## config.mk

```make
export PLATFORM = sky130hd
export DESIGN_NAME = fetch_pc_unit_flat
export DESIGN_NICKNAME = d
export VERILOG_FILES = /design/src/rtl/mips_pkg.sv /design/src/rtl/fetch_pc_unit_if.sv /design/src/rtl/fetch_pc_unit_fifo.sv /design/src/rtl/fetch_pc_unit.sv /design/src/flat_wrapper.sv
export SDC_FILE = /design/constraint.sdc
export NUM_CORES = 1
export LEC_CHECK = 0
export ABC_AREA = 1
export ABC_CLOCK_PERIOD_IN_PS = 6420
export CELL_PAD_IN_SITES_DETAIL_PLACEMENT = 0
export CELL_PAD_IN_SITES_GLOBAL_PLACEMENT = 1
export CORE_UTILIZATION = 43
export CTS_CLUSTER_DIAMETER = 30
export DETAILED_ROUTE_END_ITERATION = 8
export PLACE_DENSITY = 0.86
export SYNTH_ARGS = -nofsm -noshare
export SYNTH_HDL_FRONTEND = slang
export SYNTH_HIERARCHICAL = 1
export SYNTH_SLANG_ARGS = --single-unit
```

## constraint.sdc

```tcl
create_clock -name clk -period 6.42 [get_ports clk]
set_input_delay 1.605 -clock clk [delete_from_list [all_inputs] [get_ports clk]]
set_output_delay 1.605 -clock clk [all_outputs]
set_load 0.05 [all_outputs]
```

## src/rtl/mips_pkg.sv

```systemverilog
// Shared MIPS constants and the fetch-buffer entry layout.
package mips_pkg;

  localparam int unsigned XLEN = 32;

  // Opcodes (ins[31:26])
  localparam logic [5:0] OP_RTYPE = 6'h00;
  localparam logic [5:0] OP_J     = 6'h02;
  localparam logic [5:0] OP_BEQ   = 6'h04;
  localparam logic [5:0] OP_ADDI  = 6'h08;
  localparam logic [5:0] OP_LW    = 6'h23;
  localparam logic [5:0] OP_SW    = 6'h2B;

  // R-type function codes (ins[5:0])
  localparam logic [5:0] FN_ADD = 6'h20;
  localparam logic [5:0] FN_OR  = 6'h25;

  // Program entry point
  localparam logic [XLEN-1:0] RESET_PC_DEFAULT = 32'd128;

  // One fetch-buffer entry as seen by decode
  typedef struct packed {
    logic [XLEN-1:0] ins;
    logic [XLEN-1:0] pc;
    logic [XLEN-1:0] pcp4;
  } fetch_entry_t;

  localparam int unsigned FETCH_ENTRY_W = $bits(fetch_entry_t);

endpackage

```

## src/rtl/fetch_pc_unit_if.sv

```systemverilog
// Fetch unit bus: instruction memory, decode handshake and EX redirect.
interface fetch_pc_unit_if;

  logic [31:0] imem_addr;
  logic [31:0] imem_rdata;
  logic        out_valid;
  logic        out_ready;
  logic [31:0] out_ins;
  logic [31:0] out_pc;
  logic [31:0] out_pcp4;
  logic        redirect_valid;
  logic [31:0] redirect_pc;

  // Fetch unit side
  modport master (
    output imem_addr,
    input  imem_rdata,
    output out_valid,
    input  out_ready,
    output out_ins,
    output out_pc,
    output out_pcp4,
    input  redirect_valid,
    input  redirect_pc
  );

  // Memory / decode / EX side
  modport slave (
    input  imem_addr,
    output imem_rdata,
    input  out_valid,
    output out_ready,
    input  out_ins,
    input  out_pc,
    input  out_pcp4,
    output redirect_valid,
    output redirect_pc
  );

endinterface

```

## src/rtl/fetch_pc_unit_fifo.sv

```systemverilog
// Small fetch buffer with flush and a registered head entry.
module fetch_fifo #(
  parameter int unsigned DEPTH = 2,
  parameter int unsigned WIDTH = 96
) (
  input  logic                           clk,
  input  logic                           rst,
  input  logic                           push_i,
  input  logic                           pop_i,
  input  logic                           flush_i,
  input  logic [WIDTH-1:0]               wdata_i,
  output logic [$clog2(DEPTH):0]         count_o,
  output logic                           valid_o,
  output logic [WIDTH-1:0]               head_o
);

  localparam int unsigned PTR_W = $clog2(DEPTH);
  localparam int unsigned CNT_W = PTR_W + 1;

  logic [WIDTH-1:0] mem_q [DEPTH];
  logic [WIDTH-1:0] mem_d [DEPTH];
  logic [PTR_W-1:0] rd_ptr_q, rd_ptr_d;
  logic [PTR_W-1:0] wr_ptr_q, wr_ptr_d;
  logic [CNT_W-1:0] count_q, count_d;
  logic [WIDTH-1:0] head_q, head_d;
  logic             valid_q, valid_d;
  logic             do_pop, do_push;

  // Next-state for storage, pointers, count and the head register
  always_comb begin
    mem_d    = mem_q;
    rd_ptr_d = rd_ptr_q;
    wr_ptr_d = wr_ptr_q;
    count_d  = count_q;
    head_d   = head_q;
    valid_d  = valid_q;
    do_pop   = pop_i & (count_q != '0);
    do_push  = push_i & ((count_q < CNT_W'(DEPTH)) | do_pop);

    if (flush_i) begin
      rd_ptr_d = '0;
      wr_ptr_d = '0;
      count_d  = '0;
      head_d   = '0;
      valid_d  = 1'b0;
    end else begin
      if (do_push) begin
        mem_d[wr_ptr_q] = wdata_i;
        wr_ptr_d        = wr_ptr_q + PTR_W'(1);
      end
      if (do_pop) begin
        rd_ptr_d = rd_ptr_q + PTR_W'(1);
      end
      count_d = count_q + CNT_W'(do_push) - CNT_W'(do_pop);
      valid_d = (count_d != '0);
      // New head: bypass the write when it lands at the new read slot
      if (count_d == '0) begin
        head_d = '0;
      end else if (do_push && (rd_ptr_d == wr_ptr_q)) begin
        head_d = wdata_i;
      end else begin
        head_d = mem_q[rd_ptr_d];
      end
    end
  end

  // State registers with synchronous reset
  always_ff @(posedge clk) begin
    if (rst) begin
      for (int i = 0; i < int'(DEPTH); i++) begin
        mem_q[i] <= '0;
      end
      rd_ptr_q <= '0;
      wr_ptr_q <= '0;
      count_q  <= '0;
      head_q   <= '0;
      valid_q  <= 1'b0;
    end else begin
      mem_q    <= mem_d;
      rd_ptr_q <= rd_ptr_d;
      wr_ptr_q <= wr_ptr_d;
      count_q  <= count_d;
      head_q   <= head_d;
      valid_q  <= valid_d;
    end
  end

  assign count_o = count_q;
  assign valid_o = valid_q;
  assign head_o  = head_q;

endmodule

```

## src/rtl/fetch_pc_unit.sv

```systemverilog
// Fetch front end: PC register, next-PC selection and fetch buffer feeding decode.
// Optional build macro FETCH_JUMP_PREDECODE_EN: follow j targets at fetch time.
module fetch_pc_unit
  import mips_pkg::*;
#(
  parameter logic [31:0] RESET_PC   = RESET_PC_DEFAULT,
  parameter int unsigned FIFO_DEPTH = 2
) (
  input  logic            clk,
  input  logic            rst,
  fetch_pc_unit_if.master bus
);

  localparam int unsigned CNT_W = $clog2(FIFO_DEPTH) + 1;

  logic [XLEN-1:0]  pc_q, pc_d;
  logic [XLEN-1:0]  pc_plus4;
  logic [XLEN-1:0]  next_pc;
  logic             pop, push;
  logic [CNT_W-1:0] count;
  logic             head_valid;
  fetch_entry_t     wr_entry;
  fetch_entry_t     head;

  assign bus.imem_addr = pc_q;
  assign pc_plus4      = pc_q + 32'd4;

  // Handshake: redirect voids the pop and blocks the push
  always_comb begin
    pop  = bus.out_valid & bus.out_ready & ~bus.redirect_valid;
    push = ~bus.redirect_valid & ((count < CNT_W'(FIFO_DEPTH)) | pop);
  end

  // Entry written on push
  always_comb begin
    wr_entry      = '0;
    wr_entry.ins  = bus.imem_rdata;
    wr_entry.pc   = pc_q;
    wr_entry.pcp4 = pc_plus4;
  end

  // Address following the instruction being pushed
  always_comb begin
    next_pc = pc_plus4;
`ifdef FETCH_JUMP_PREDECODE_EN
    if (bus.imem_rdata[31:26] == OP_J) begin
      next_pc = {pc_plus4[31:28], bus.imem_rdata[25:0], 2'b00};
    end
`endif
  end

  // PC next-state: redirect over push over hold
  always_comb begin
    pc_d = pc_q;
    if (bus.redirect_valid) begin
      pc_d = {bus.redirect_pc[31:2], 2'b00};
    end else if (push) begin
      pc_d = next_pc;
    end
  end

  // PC register
  always_ff @(posedge clk) begin
    if (rst) begin
      pc_q <= RESET_PC;
    end else begin
      pc_q <= pc_d;
    end
  end

  fetch_fifo #(
    .DEPTH (FIFO_DEPTH),
    .WIDTH (FETCH_ENTRY_W)
  ) u_fifo (
    .clk     (clk),
    .rst     (rst),
    .push_i  (push),
    .pop_i   (pop),
    .flush_i (bus.redirect_valid),
    .wdata_i (wr_entry),
    .count_o (count),
    .valid_o (head_valid),
    .head_o  (head)
  );

  assign bus.out_valid = head_valid;
  assign bus.out_ins   = head.ins;
  assign bus.out_pc    = head.pc;
  assign bus.out_pcp4  = head.pcp4;

endmodule

```

## src/flat_wrapper.sv

```systemverilog
// flat-port wrapper written by rule: the top's interface ports become plain ports
module fetch_pc_unit_flat import mips_pkg::*;
#(
  parameter logic [31:0] RESET_PC   = RESET_PC_DEFAULT,
  parameter int unsigned FIFO_DEPTH = 2
)
  (clk, rst, bus_imem_addr, bus_imem_rdata, bus_out_valid, bus_out_ready, bus_out_ins, bus_out_pc, bus_out_pcp4, bus_redirect_valid, bus_redirect_pc);
  fetch_pc_unit_if bus_i ();
  input  logic clk;
  input  logic rst;
  output wire logic [$bits(bus_i.imem_addr)-1:0] bus_imem_addr;
  input wire logic [$bits(bus_i.imem_rdata)-1:0] bus_imem_rdata;
  output wire logic [$bits(bus_i.out_valid)-1:0] bus_out_valid;
  input wire logic [$bits(bus_i.out_ready)-1:0] bus_out_ready;
  output wire logic [$bits(bus_i.out_ins)-1:0] bus_out_ins;
  output wire logic [$bits(bus_i.out_pc)-1:0] bus_out_pc;
  output wire logic [$bits(bus_i.out_pcp4)-1:0] bus_out_pcp4;
  input wire logic [$bits(bus_i.redirect_valid)-1:0] bus_redirect_valid;
  input wire logic [$bits(bus_i.redirect_pc)-1:0] bus_redirect_pc;
  assign bus_imem_addr = bus_i.imem_addr;
  assign bus_i.imem_rdata = bus_imem_rdata;
  assign bus_out_valid = bus_i.out_valid;
  assign bus_i.out_ready = bus_out_ready;
  assign bus_out_ins = bus_i.out_ins;
  assign bus_out_pc = bus_i.out_pc;
  assign bus_out_pcp4 = bus_i.out_pcp4;
  assign bus_i.redirect_valid = bus_redirect_valid;
  assign bus_i.redirect_pc = bus_redirect_pc;
  fetch_pc_unit #(.RESET_PC(RESET_PC), .FIFO_DEPTH(FIFO_DEPTH)) u_core (.clk(clk), .rst(rst), .bus(bus_i));
endmodule
```

## Yosys cells after proc, flatten, opt, wreduce, memory -nomap -nowiden

Cells that the tools add are included.
Widths: inputs -> output; s select.

- Output and inout port bits: 129
- Bits in registers: 325
- Word-level logic and storage cells: 49
- Input bits: 68

- Multiplexer cells: 11
- Reductions and logical operators: 9
- Bitwise logic cells: 10
- $lt $le $gt $ge: 4
- Equality and inequality tests: 1
- $add $sub $neg: 5

Operators by type and width:

| cell | number |
|---|---|
| $mux 96 | 5 |
| $bwmux 192 | 1 |
| $demux 96 s1 | 1 |
| $mux 32 | 2 |
| $add 32x3->32 const B | 1 |
| $reduce_bool 2->1 | 3 |
| $and 1x1->1 | 5 |
| $ge 2x2->1 const B | 2 |
| $not 1->2 | 2 |
| $reduce_or 3->1 | 1 |
| $add 1x1->1 const B | 2 |
| $add 2x1->2 | 1 |
| $logic_and 1x1->1 | 2 |
| $logic_not 2->1 | 1 |
| $lt 2x1->1 const B | 1 |
| $lt 2x2->1 const B | 1 |
| $mux 1 | 2 |
| $or 1x1->1 | 2 |
| $reduce_and 2->1 | 1 |
| $reduce_or 2->1 | 1 |
| $sub 2x1->2 | 1 |
| $eq 1x1->1 | 1 |
| $not 1->1 | 1 |

## Depth between registers and ports, before layout

- Depth in word-level cells: 10
- Gate-level depth with buffers: 17
- Depth with buffers taken out: 14

## Cells and area by module

Netlist, hierarchy kept.

Modules (own cells, without submodules):

| module | area an instance (sq um) | cells each | times used | seq. area each (sq um) |
|---|---|---|---|---|
| fetch_fifo | 13038.8 | 1927 | 1 | 5865.6 |
| fetch_pc_unit | 2245.9 | 361 | 1 | 600.6 |

## Worst setup path after synthesis

OpenSTA, ideal clock, no wires.

- Path kind: input port to flip-flop
- Start: in bus_redirect_valid
- End: reg u_core.u_fifo.head_q[56], in the netlist u_core/u_fifo/head_o[56]
- Arrival: 3884 ps
- Setup time: 64 ps
- Buffers on the path: 4
- Slack: 2472 ps
- Required time: 6356 ps
- Stages on the path: 17
- Path through: clkbuf_1 -> clkbuf_1 -> nor2_1 -> o21ai_2 -> inv_1 -> ha_1 -> inv_1 -> ha_1 -> xor2_1 -> nand2_1 -> nand2_1 -> nand2_1 -> o21ai_2 -> buf_2 -> buf_2 -> nand2_1 -> nor2_1

- Cells in the longest elaborated chain, start to end: 10
- Elaborated cells between the ends (all ways): 20
- Classes of those cells: 2 x add/sub; 1 x eq/ne; 6 x mux; 8 x bitwise; 3 x reduce/logical

Ends and longest elaborated chain:

| what | RTL line | source |
|---|---|---|
| start: declaration | flat_wrapper.sv:18 | `input wire logic [$bits(bus_i.redirect_valid)-1:0] bus_redirect_valid;` |
| $not 1->1 * | fetch_pc_unit.sv:30 | `pop = bus.out_valid & bus.out_ready & ~bus.redirect_valid;` |
| $and 1x1->1 * | fetch_pc_unit.sv:30 |  |
| via u_core.pop | fetch_pc_unit.sv:19 | `logic pop, push;` |
| branches (longest 8 deep; another with $add 2x1->2) | -- |  |
| end signal: assignment | fetch_pc_unit_fifo.sv:76 | `head_q <= '0;` |
| end signal: assignment | fetch_pc_unit_fifo.sv:83 | `head_q <= head_d;` |
| end: declaration | fetch_pc_unit_fifo.sv:25 | `logic [WIDTH-1:0] head_q, head_d;` |

Mark *: on every way through the listed nets, which the timed path passes. The select of a mux whose other input is x is not followed.
A chain may end at the register's enable or synchronous reset.

## Final worst setup path

- Start: in bus_redirect_valid
- End: reg u_core.u_fifo.head_q[82], in the netlist u_core/u_fifo/head_o[82]

- Cells in the longest elaborated chain, start to end: 10
- Elaborated cells between the ends (all ways): 20
- Classes of those cells: 2 x add/sub; 1 x eq/ne; 6 x mux; 8 x bitwise; 3 x reduce/logical

Ends and longest elaborated chain:

| what |
|---|
| branches (longest 10 deep; another with $add 2x1->2) |

Several ways; the timed one is not identified. The select of a mux whose other input is x is not followed.

==> flow_summary.yaml <==
run_status:
  status: "completed"
logic_synthesis:
  synth_seq_cells: 323
  ys_seq_area_share_pct: 42.3
  syn_avg_cell_area_um2: 6.68
  syn_area_mm2: 0.0153
  ys_types: 30
  ys_warn_count: 6
  synth_cells: 2288
global_routing:
  grt_usage_pct: 28.3
  antenna_found_initial: 0
  grt_pass1_vias: 14900
  grt-ovfl-total: 0
  grt_pass1_wl_um: 81000
  grt_max_degree: 107
die:
  fp.dieArea_mm2: 0.0363
  coreArea_mm2: 0.0348
  start_util_pct: 43.9
  die_x_um: 191
  die_height_um: 191
  io_pins: 197
  num_rows: 68
clock_tree:
  cts_root_buf: "clkbuf_16"
  ctsResizeCount: 0
  clockBufferDepth: 3
  cts_buffers: 79
  post_cts.repair.setup_buffers: 0
  tritoncts: "yes"
  htree_levels: 3
  clk_pin_slew_ns: 0.04
  insertion_delay_ns: 0.56
  hold_buffers: 0
  cts_sinks: 323
layout:
  drive_gt1_share_pct: 8.49
  utilization_pct: 57.9
  n_antenna_cell: 0
  area_delta_synth_final_pct: 31.8
  num-nets-final: 2501
placed_design:
  port_buffers: 192
  gp_congestion: 0.858
  dp_hpwl_um: 28700
  pre_cts_ws_ns: 1.22
timing:
  fin_crit_sh_pct: 72.4
  tightestPinTransition_ns: 1.13
  hold_viol: 0
  period_needed_ns: 4.65
  clock_skew_ns: 0.0210
  setup_violations: 0
  fmax_mhz: 215
  timing.hold.ws_ns: 0.459
  finalWorstSetupSlack_ns: 1.77
  finalMaxSlewViolations: 0
  setup_tns_ns: 0
  slew_headroom_pct: 24.3
  grt_setup_unrepaired: "false"
power_and_ir_drop:
  seqPwrFrac_pct: 30.5
  p_leak_nw: 8.74
  p_comb_share_pct: 9.5
  internal-power_mw: 5.33
  powerDensity_mw_per_mm2: 348
  swShare_pct: 24.0
  clkPwrFrac_pct: 59.9
  switchingPower_mw: 1.69
  vdd_ir_drop_max_uv: 242
  finalPower_mw: 7.02
worst_setup_path:
  r2r_start: "u_core/u_fifo/valid_o$_SDFF_PP0_"
  crit_fanout: 39
  worstPathArrival_ns: 5.13
  cp-startpoint: "bus_redirect_valid"
  critPathCaptureType: "flip-flop"
  r2r_cells: 10
  startpoint_type: "input pin"
  critPathRequiredTime_ns: 6.90
  rrSetupSlack_ns: 3.01
  reg2reg_to: "u_core/u_fifo/head_o[19]$_SDFF_PP0_"
  crit_type: "in -> reg"
  cp-endpoint: "u_core/u_fifo/head_o[82]$_SDFF_PP0_"
routing:
  drc_errors: 0
  first_iter_violations: 1188
  dr.pass1.iters: 8
  ant_nets: 0
  wire_per_inst_um: 17.4
  routed_wl_um: 51200
  via_per_inst: 5.24
  vias: 15400
min_path:
  hold_path.class: "reg -> reg"
run:
  cap_viol_max_count: 0
-- logic make-up after synthesis --
kind of cell	count (synthesis)	share of synthesized area, %
AND/OR/NAND/NOR	1087	31.0
AO/OA/AOI/OAI	347	11.8
buffers and inverters	510	13.3
adder cells (fa/ha/maj)	3	0.246
other	1	0.0245
flip-flops	323	42.3
XOR/XNOR	17	1.32
-- layer usage --
metal	wire [µm]	track usage, %	share of wire, %
met1	21900	36.0	43
met2	24000	47.7	47
met3	3800	4.23	7.4
met4	1510	11.4	2.9
met5	0	0	0
-- state kept, by name, summed over array words and instances (netlist names) --
name                    flops
u_core/u_fifo/wr_ptr_q      1
u_core/u_fifo/count_o       2
u_core/u_fifo/rd_ptr_q      1
u_core/bus.imem_addr       30
u_core/u_fifo/mem_q       192
u_core/u_fifo/head_o       96
u_core/u_fifo/valid_o       1
-- synthesized netlist by cell type --
library cell / number / area [µm²]
clkbuf_1: 83 / 312
ha_1: 3 / 37.5
xor2_1: 5 / 43.8
nand2_1: 521 / 1960
conb_1: 1 / 3.75
buf_1: 13 / 48.8
xnor2_1: 5 / 43.8
nor3_2: 1 / 10.0
inv_1: 333 / 1250
nor2_1: 128 / 480
buf_2: 60 / 300
o21ai_4: 1 / 16.3
nand2_2: 10 / 62.6
a21oi_1: 218 / 1090
a31oi_1: 6 / 37.5
a22o_1: 8 / 70.1
nand3_1: 403 / 2020
and2_1: 3 / 18.8
a22oi_1: 1 / 7.51
nor2_4: 9 / 101
inv_2: 10 / 37.5
dfxtp_1: 323 / 6470
nor2_2: 6 / 37.5
nand2_4: 2 / 22.5
buf_4: 11 / 82.6
o21ai_0: 110 / 551
o21ai_2: 2 / 17.5
a311oi_1: 1 / 8.76
nand3_2: 4 / 40.0
xor2_2: 7 / 114
-- how the worst min path moves through the flow --
stage / startpoint / slack, ns / cells after the start / endpoint
final: u_core/u_fifo/mem_q[157]$_SDFFE_PP0P_ / 0.46 / 2 / u_core/u_fifo/mem_q[157]$_SDFFE_PP0P_
after global routing: u_core/u_fifo/mem_q[176]$_SDFFE_PP0P_ / 0.47 / 2 / u_core/u_fifo/mem_q[176]$_SDFFE_PP0P_
after CTS: u_core/u_fifo/mem_q[104]$_SDFFE_PP0P_ / 0.46 / 2 / u_core/u_fifo/mem_q[104]$_SDFFE_PP0P_
after detailed placement: u_core/u_fifo/mem_q[186]$_SDFFE_PP0P_ / 0.45 / 2 / u_core/u_fifo/mem_q[186]$_SDFFE_PP0P_
after global placement: u_core/u_fifo/mem_q[185]$_SDFFE_PP0P_ / 0.45 / 2 / u_core/u_fifo/mem_q[185]$_SDFFE_PP0P_
after floorplan: u_core/u_fifo/mem_q[147]$_SDFFE_PP0P_ / 0.44 / 2 / u_core/u_fifo/mem_q[147]$_SDFFE_PP0P_
-- layout by cell type (no fill, tap or decap), types with 14 or more instances in the layout --
| master | count |
|---|---|
| o21ai_0 | 110 |
| buf_4 | 28 |
| bufinv_16 | 15 |
| clkbuf_16 | 81 |
| nand3_1 | 403 |
| nor2_1 | 128 |
| inv_1 | 332 |
| clkdlybuf4s50_1 | 191 |
| clkbuf_8 | 15 |
| a21oi_1 | 217 |
| dfxtp_1 | 323 |
| clkinv_2 | 14 |
| nand2_1 | 520 |
-- critical path, cell delays in order --
cell and delay, ns:
clkdlybuf4s50_1 0.42, buf_4 0.29, a21oi_2 0.15, buf_4 0.38
o21ai_4 0.18, ha_1 0.32, inv_1 0.04, ha_1 0.26
inv_1 0.07, o21ai_4 0.58, buf_4 0.59, nand2_1 0.10
nor2_1 0.13
-- area by class of cell --
| type | count | area, µm² |
|---|---|---|
| Fill cell | 3207 | 14600 |
| Multi-Input combinational cell | 1464 | 6890 |
| Clock buffer | 105 | 2270 |
| Inverter | 343 | 1290 |
| Tap cell | 455 | 569 |
| Sequential cell | 323 | 6470 |
| Clock inverter | 32 | 544 |
| Timing Repair Buffer | 219 | 2120 |
-- power groups by stage --
stage | logic, mW | clock network [mW] | registers, mW
2_1_floorplan | 0.322 | 0 | 2.28
3_3_place_gp | 0.658 | 0 | 2.18
3_5_place_dp | 0.662 | 0 | 2.18
4_1_cts | 0.666 | 4.25 | 2.14
5_1_grt | 0.730 | 4.38 | 2.15
6_report | 0.669 | 4.20 | 2.14
-- metrics by stage --
step,area [µm²],instances
final,20200,2941
after floorplan,15300,2297
after CTS,20200,2941
after global placement,17300,2804
after detailed placement,17300,2804
after global routing,20200,2941
Power figures use the tool's default switching activity.
